==> src/rtl/fetch_stage_pkg.sv <==
// Shared definitions for the instruction-fetch stage.
// Holds the FSM encoding, the NOP word and the reset PC.
package fetch_stage_pkg;

  typedef enum logic [2:0] {
    S_IDLE,
    S_REQ,
    S_WAIT,
    S_HOLD,
    S_DRAIN
  } fetch_state_t;

  localparam logic [31:0] NOP      = 32'h0000_0000;
  localparam logic [31:0] PC_RESET = 32'h0100_0000;

  function automatic logic [31:0] align_pc(input logic [31:0] a);
    return a & 32'hFFFF_FFFC;
  endfunction

endpackage

==> src/rtl/fetch_stage_hold_buf.sv <==
// One-entry skid buffer for a fetched word and its PC.
// Catches an ack that arrives while the decoder is stalled.
module fetch_hold_buf
  import fetch_stage_pkg::*;
(
  input  logic        clock,
  input  logic        reset,
  input  logic        load,
  input  logic        unload,
  input  logic        clear,
  input  logic [31:0] instr_in,
  input  logic [31:0] pc_in,
  output logic        full,
  output logic [31:0] instr,
  output logic [31:0] pc
);

  // Entry register: clear/unload empty it, load fills it
  always_ff @(posedge clock or posedge reset) begin
    if (reset) begin
      full  <= 1'b0;
      instr <= NOP;
      pc    <= 32'h0;
    end else if (clear || unload) begin
      full  <= 1'b0;
    end else if (load) begin
      full  <= 1'b1;
      instr <= instr_in;
      pc    <= pc_in;
    end
  end

endmodule

==> src/rtl/fetch_stage.sv <==
// Instruction-fetch stage: owns the PC, single outstanding
// imem request, registered output to the decoder.
module fetch_stage
  import fetch_stage_pkg::*;
(
  input  logic        clock,
  input  logic        reset,
  output logic        w_imem_req,
  output logic [31:0] w_imem_addr_32,
  input  logic        w_imem_ack,
  input  logic [31:0] w_imem_rdata_32,
  input  logic        w_stall,
  input  logic        w_redirect,
  input  logic [31:0] w_redirect_pc_32,
  output logic [31:0] w_instr_32,
  output logic [31:0] w_pc_32,
  output logic        w_valid
);

  fetch_state_t state, state_nx;
  logic [31:0]  pc, pc_nx;
  logic [31:0]  instr_nx, opc_nx;
  logic         valid_nx;
  logic         can_load, consume;
  logic         hb_load, hb_unload, hb_clear, hb_full;
  logic [31:0]  hb_instr, hb_pc;

  assign can_load       = !w_valid || !w_stall;
  assign consume        = w_valid && !w_stall;
  assign w_imem_req     = (state == S_REQ);
  assign w_imem_addr_32 = pc;

  fetch_hold_buf u_hold (
    .clock    (clock),
    .reset    (reset),
    .load     (hb_load),
    .unload   (hb_unload),
    .clear    (hb_clear),
    .instr_in (w_imem_rdata_32),
    .pc_in    (pc),
    .full     (hb_full),
    .instr    (hb_instr),
    .pc       (hb_pc)
  );

  // Next state, next PC and next output register contents
  always_comb begin
    state_nx  = state;
    pc_nx     = pc;
    instr_nx  = w_instr_32;
    opc_nx    = w_pc_32;
    valid_nx  = w_valid;
    hb_load   = 1'b0;
    hb_unload = 1'b0;
    hb_clear  = 1'b0;
    if (consume) begin
      valid_nx = 1'b0;
      instr_nx = NOP;
    end
    if (w_redirect) begin
      pc_nx    = align_pc(w_redirect_pc_32);
      valid_nx = 1'b0;
      instr_nx = NOP;
      hb_clear = 1'b1;
      if (state == S_REQ ||
          ((state == S_WAIT || state == S_DRAIN) &&
           !w_imem_ack))
        state_nx = S_DRAIN;
      else
        state_nx = S_REQ;
    end else begin
      case (state)
        S_IDLE: state_nx = S_REQ;
        S_REQ:  state_nx = S_WAIT;
        S_WAIT: begin
          if (w_imem_ack) begin
            pc_nx = pc + 32'd4;
            if (can_load) begin
              instr_nx = w_imem_rdata_32;
              opc_nx   = pc;
              valid_nx = 1'b1;
              state_nx = S_REQ;
            end else begin
              hb_load  = 1'b1;
              state_nx = S_HOLD;
            end
          end
        end
        S_HOLD: begin
          if (can_load && hb_full) begin
            instr_nx  = hb_instr;
            opc_nx    = hb_pc;
            valid_nx  = 1'b1;
            hb_unload = 1'b1;
            state_nx  = S_REQ;
          end
        end
        S_DRAIN: begin
          if (w_imem_ack)
            state_nx = S_REQ;
        end
        default: state_nx = S_IDLE;
      endcase
    end
  end

  // State, PC and decoder-facing output registers
  always_ff @(posedge clock or posedge reset) begin
    if (reset) begin
      state      <= S_IDLE;
      pc         <= PC_RESET;
      w_instr_32 <= NOP;
      w_pc_32    <= 32'h0;
      w_valid    <= 1'b0;
    end else begin
      state      <= state_nx;
      pc         <= pc_nx;
      w_instr_32 <= instr_nx;
      w_pc_32    <= opc_nx;
      w_valid    <= valid_nx;
    end
  end

endmodule

==> config.mk <==
export PLATFORM = sky130hd
export DESIGN_NAME = fetch_stage
export DESIGN_NICKNAME = d
export VERILOG_FILES = /design/src/rtl/fetch_stage_pkg.sv /design/src/rtl/fetch_stage_hold_buf.sv /design/src/rtl/fetch_stage.sv
export SDC_FILE = /design/constraint.sdc
export NUM_CORES = 1
export LEC_CHECK = 0
export ABC_CLOCK_PERIOD_IN_PS = 6800
export CAP_MARGIN = 15
export CORE_MARGIN = 1
export CORE_UTILIZATION = 27
export CTS_CLUSTER_DIAMETER = 100
export DETAILED_ROUTE_END_ITERATION = 10
export PLACE_DENSITY_LB_ADDON = 0.12
export SYNTH_ARGS = -nofsm -noshare
export SYNTH_HDL_FRONTEND = slang
export SYNTH_SLANG_ARGS = --single-unit
==> constraint.sdc <==
create_clock -name clock -period 6.8 [get_ports clock]
set_input_delay 1.02 -clock clock [delete_from_list [all_inputs] [get_ports clock]]
set_output_delay 1.02 -clock clock [all_outputs]
set_load 0.01 [all_outputs]
# Yosys cells after proc, flatten, opt, wreduce, memory -nomap -nowiden
# Cells that the tools add are included.
[op_classes]
n_lt_le_gt_ge = 0
n_reduce_logical = 19
bitwise_logic = 2
mul = 0
n_mux = 36
div = 0
addsub = 1
shift = 0
eq_ne = 10
[op_table]
columns = ["operator", "count"]
rows = [
  ["2-to-1 mux 32 bit", 11],
  ["one-hot mux 32 bit (2 select lines)", 2],
  ["adder 32 x 3 -> 32 bit, second input constant", 1],
  ["2-to-1 mux 1 bit", 15],
  ["2-to-1 mux 3 bit", 5],
  ["one-hot mux 3 bit (5 select lines)", 1],
  ["inequality test 3 bit, second input constant", 3],
  ["nonzero test 2 bit", 4],
  ["equality test 3 x 2 -> 1 bit, second input constant", 2],
  ["inequality test 2 bit, second input constant", 3],
  ["AND reduction 5 bit", 1],
  ["logical OR 1 bit", 4],
  ["AND reduction 2 bit", 2],
  ["equality test 3 x 1 -> 1 bit, second input constant", 1],
  ["equality test 3 bit, second input constant", 1],
  ["logical AND 1 bit", 3],
  ["logical NOT 1 bit", 3],
  ["logical NOT 3 bit", 1],
  ["AND reduction 3 bit", 1],
  ["2-to-1 mux 2 bit", 1],
  ["inverter 1 bit", 2],
  ["one-hot mux 1 bit (2 select lines)", 1],
]
[word_totals]
ram_bits = 0
output_inout_bits = 98
rom_bits = 0
inputBits = 69
memories = 0
latch_bits = 0
word_cells = 76
reg_bits = 165

# Depth between registers and ports, before layout
[depth]
word_depth = 9
mapped_depth = 8
ltp_nobuf = 5

# Cells and area by module
# From an unflattened synthesis, not the netlist that was laid out.
[unflattened]
cells_unflattened = 664
area_unflattened_um2 = 7663.6
[by_module_without_submodules]
columns = ["mod", "seq_area_each_um2", "n_inst", "cells_per_inst", "area_per_inst_um2"]
rows = [
  ["fetch_stage", 2453.6, 1, 524, 4934.7],
  ["fetch_hold_buf", 1626.6, 1, 140, 2728.9],
]

# Least setup slack after synthesis
# Ideal clock, no wire load.
[synth_timing]
path_type = "input -> register"
startpoint = "input port w_imem_ack"
endpoint = "register pc[26] (netlist: w_imem_addr_32[26])"
setup_ns = 0.069
slack_ns = 4.269
path_buffers = 2
t_arrival_ns = 2.462
stages = 6
required_time_ns = 6.731
path_cell_list = "nand4bb_1 -> buf_2 -> or4_4 -> buf_4 -> or4_1 -> nand3_1"
[synth_via]
elab_chain_cells = 2
[synth_rtl]
columns = ["item", "line", "source"]
rows = [
  ["from (decl)", "fetch_stage.sv:10", "input logic w_imem_ack,"],
  ["nonzero test 2 bit (no source line)", "-", ""],
  ["AND reduction 2 bit (no source line)", "-", ""],
  ["to (signal assigned)", "fetch_stage.sv:117", "pc <= pc_nx;"],
  ["to (decl)", "fetch_stage.sv:21", "logic [31:0] pc, pc_nx;"],
]
# Every way passes these cells.
# A chain may end at the register's enable or synchronous reset.

# Worst setup path after layout
[layout_timing]
startpoint = "input port w_imem_ack"
endpoint = "register u_hold.instr[20]"
[layout_via]
elab_chain_cells = 4
[layout_rtl]
columns = ["item", "line", "source"]
rows = [
  ["2-to-1 mux 1 bit", "fetch_stage.sv:76", "if (w_imem_ack) begin"],
  ["2-to-1 mux 1 bit", "fetch_stage.sv:72", "case (state)"],
  ["2-to-1 mux 1 bit", "fetch_stage.sv:60", "if (w_redirect) begin"],
  ["AND reduction 2 bit (no source line)", "-", ""],
  ["to (signal assigned)", "fetch_stage_hold_buf.sv:28", "instr <= instr_in;"],
  ["to (decl)", "fetch_stage_hold_buf.sv:14", "output logic [31:0] instr,"],
]
# Every way passes these cells.

==> impl_results.md <==
* WL final at 20800 um
* Combinational family with the most area after synthesis: simple AND/OR/NAND/NOR gates
* Arrival time worst endpoint at 3930 ps
* Hpwl dp at 13100 um
* Slew Limit Headroom at 30.5%
* Full die area at 0.0273 sq mm
* Antenna Cells at 0
* CP required at 7110 ps
* CTS Buf Count at 17
* Switching portion of total power at 30.9%
* Place WS at 2680 ps
* RSZ-0062 raised after global routing: false
* Top cells by area, synth: dfrtp_1, mux2_2, nand2_1
* Via count at 5693
* CTS tree: yes
* Root buf cell: clkbuf_16
* PwrDens at 299 mW/mm^2
* Core Region at 0.0261 sq mm
* Transition time of the tightest slew-check pin at 1040 ps
* Worst IR drop on VDD at 0.138 mV
* Final number of setup-violating endpoints at 0
* Area growth syn-to-layout at 35.2%
* Period utilization at 53.2%
* First-pass GRT wire length at 32700 um
* Clock transition at the registers of the reported paths at 70 ps
* Leading area contributor after synthesis: dfrtp_1
* Number of port buffers at 160
* Clk_lat worst skew at 430 ps
* Post-synth EDFFs at 0
* Placed inst area at 0.00913 sq mm
* Cell internal pwr at 2010 uW
* Post-synthesis xor/xnor area fraction at 1.22%
* Vias per cell at 4.99
* Final ANT Viol Nets at 0
* Max_cap viols at 0
* Non-filler cells, final at 1140
* CTS-repair resized insts at 0
* Status: finished with violations
* Die width at 165 um
* Clock Power Share at 33.5%
* Number of global-route vias before repair at 5696
* Violated checks: DRC
* Post-CTS setup repair buffer count at 0
* Die height at 165 um
* Final Hold Vio Count at 0
* Largest net degree at the start of global routing at 83
* DR iter-0 viols at 425
* Site row count at 59
* CP Capture Type: register
* CP Class: in2reg
* Dominant synthesized flop cell: dfrtp_1
* Final Skew at 6.50 ps
* Switch Pwr at 901 uW
* Post-Syn Area at 0.00721 sq mm
* Count leader, synth: dfrtp_1
* Post-route cell area at 0.00975 sq mm
* Fin crit period at 3620 ps
* Register area share after synthesis at 55.2%
* Total global routing overflow at 0
* GR Util All Layers at 15.8%
* Total Nets Final at 862
* Mean area per synthesized cell at 11.1 sq um
* Most common library cells after synthesis: dfrtp_1, nand2_1, mux2_2
* Initial Utilization at 27.6%
* Synth Warn # at 0
* Hold WC Path Type: reg2reg
* Final WS setup at 3180 ps
* Layout cell share with drive strength beyond 1 at 17.8%
* Max Root-Sink Buffers at 2
* Sequential Power Share at 41.4%
* I/O pin count at 167
* Pre-Repair DR Iteration Count at 9
* Initial antenna violation count at 0
* Cells after Synth at 650
* Gpl congestion at 0.736
* Setup TNS at 0 ps
* Peak Freq at 276 MHz
* Worst Path Max Fanout at 45
* H-tree depth at 4
* Count of cell types in the netlist at 53
* Wire per inst at 18.2 um
* CTS Sinks at 159
* Element type at the critical path start: input port
* Comb pwr share at 25.1%
* Synth Area in Compound Gates at 10.3%
* Simple-gate area share of the yosys netlist at 15.0%
* Multiplexer share of the synthesized area at 14.5%
* Adder-Cell Fraction of Synth Area at 0.174%
* Leak at 0.00421 uW
* Synth top area share at 54.9%
* Number of remaining DRC errors at 30
* Cell count after placement at 1107
* Synth Register Bits at 159
* CTS Hold Bufs at 0
* Final Max Tran Viols at 0
* Post-synth ARST share at 100%
==> flip-flops by register name (all words and copies together) (netlist names) <==
signal and count:
u_hold.instr 32, u_hold.pc 30, w_pc_32 30, u_hold.full 1, state 3, w_valid 1
w_imem_addr_32 30, w_instr_32 32
==> final timing paths <==
kind                                               from                        endpoint  slack [ps]  cells past startpoint
worst max-delay path                         w_imem_ack    u_hold.instr[20]$_DFFE_PP0P_        3180                      5
worst min-delay path            w_pc_32[27]$_DFFE_PP0P_         w_pc_32[27]$_DFFE_PP0P_         490                      1
worst max register to register     state[0]$_DFFE_PP0P_    u_hold.instr[20]$_DFFE_PP0P_        3810                      4
worst min register to register  w_pc_32[27]$_DFFE_PP0P_         w_pc_32[27]$_DFFE_PP0P_         490                      1
max in group asynchronous                         reset  w_imem_addr_32[24]$_DFFE_PP1P_        4490                      4
min in group asynchronous                         reset          w_pc_32[5]$_DFFE_PP0P_        1100                      2
==> cells in the final DEF, fill, tap and decap left out, types with 3 or more instances in the layout <==
cell / count
inv_8: 4
and3_1: 3
buf_4: 10
o211ai_1: 3
nand4_1: 11
or3_1: 4
nor3_1: 3
clkbuf_16: 17
nor2_1: 46
conb_1: 4
nand3b_1: 3
inv_6: 8
nand2_1: 115
or4_1: 15
nor4_1: 4
dfrtp_1: 158
xnor2_1: 5
a222oi_1: 31
clkdlybuf4s50_1: 159
and4_1: 4
a31oi_1: 14
a21oi_1: 5
mux2_2: 91
o21ai_0: 21
xor2_1: 5
nand3_1: 8
o31ai_1: 11
inv_1: 4
==> per-stage QoR <==
stage / hold WS [ps] / total power (uW) / util [%]
2_1_floorplan: 480 / 1560 / -
3_3_place_gp: 469 / 1950 / 34.9
3_5_place_dp: 479 / 1970 / 34.9
4_1_cts: 496 / 2960 / 37.2
5_1_grt: 520 / 3090 / 37.3
6_report: 489 / 2910 / 37.3
==> metal layers <==
metal / up-vias / GRT usage (%) / share of wire (%)
li1: 2657 / - / -
met1: 2850 / 20.9 / 45
met2: 174 / 24.9 / 47
met3: 12 / 4.65 / 7.1
met4: 0 / 4.46 / 0.81
met5: - / 0 / 0
==> power groups by stage <==
stage	sequential, uW	combinational [uW]	clock [uW]
6_report	1210	733	975
5_1_grt	1230	801	1050
4_1_cts	1210	743	1010
3_5_place_dp	1230	740	0
3_3_place_gp	1220	734	0
2_1_floorplan	1240	317	0
==> area by class of cell <==
class	count	area, sq um
Tap cell	335	419
Multi-Input combinational cell	436	3010
Inverter	6	27.5
Clock inverter	15	165
Sequential cell	159	3980
Clock buffer	17	425
Fill cell	2619	16400
Timing Repair Buffer	172	1720
==> cell families after synthesis <==
family	after synthesis
DFF	159
xor gates and xnor gates	10
AOI/OAI and AO/OA	98
and+or+nand+nor	230
muxes	93
buffers and inverters	58
other	1
adders and majority gates	1
==> critical path: stages <==
cell,delay [ps]
clkdlybuf4s50_1,600
nand4bb_1,510
nor3_4,1020
buf_12,380
mux2_2,380
(Power assumes the default switching activity.)
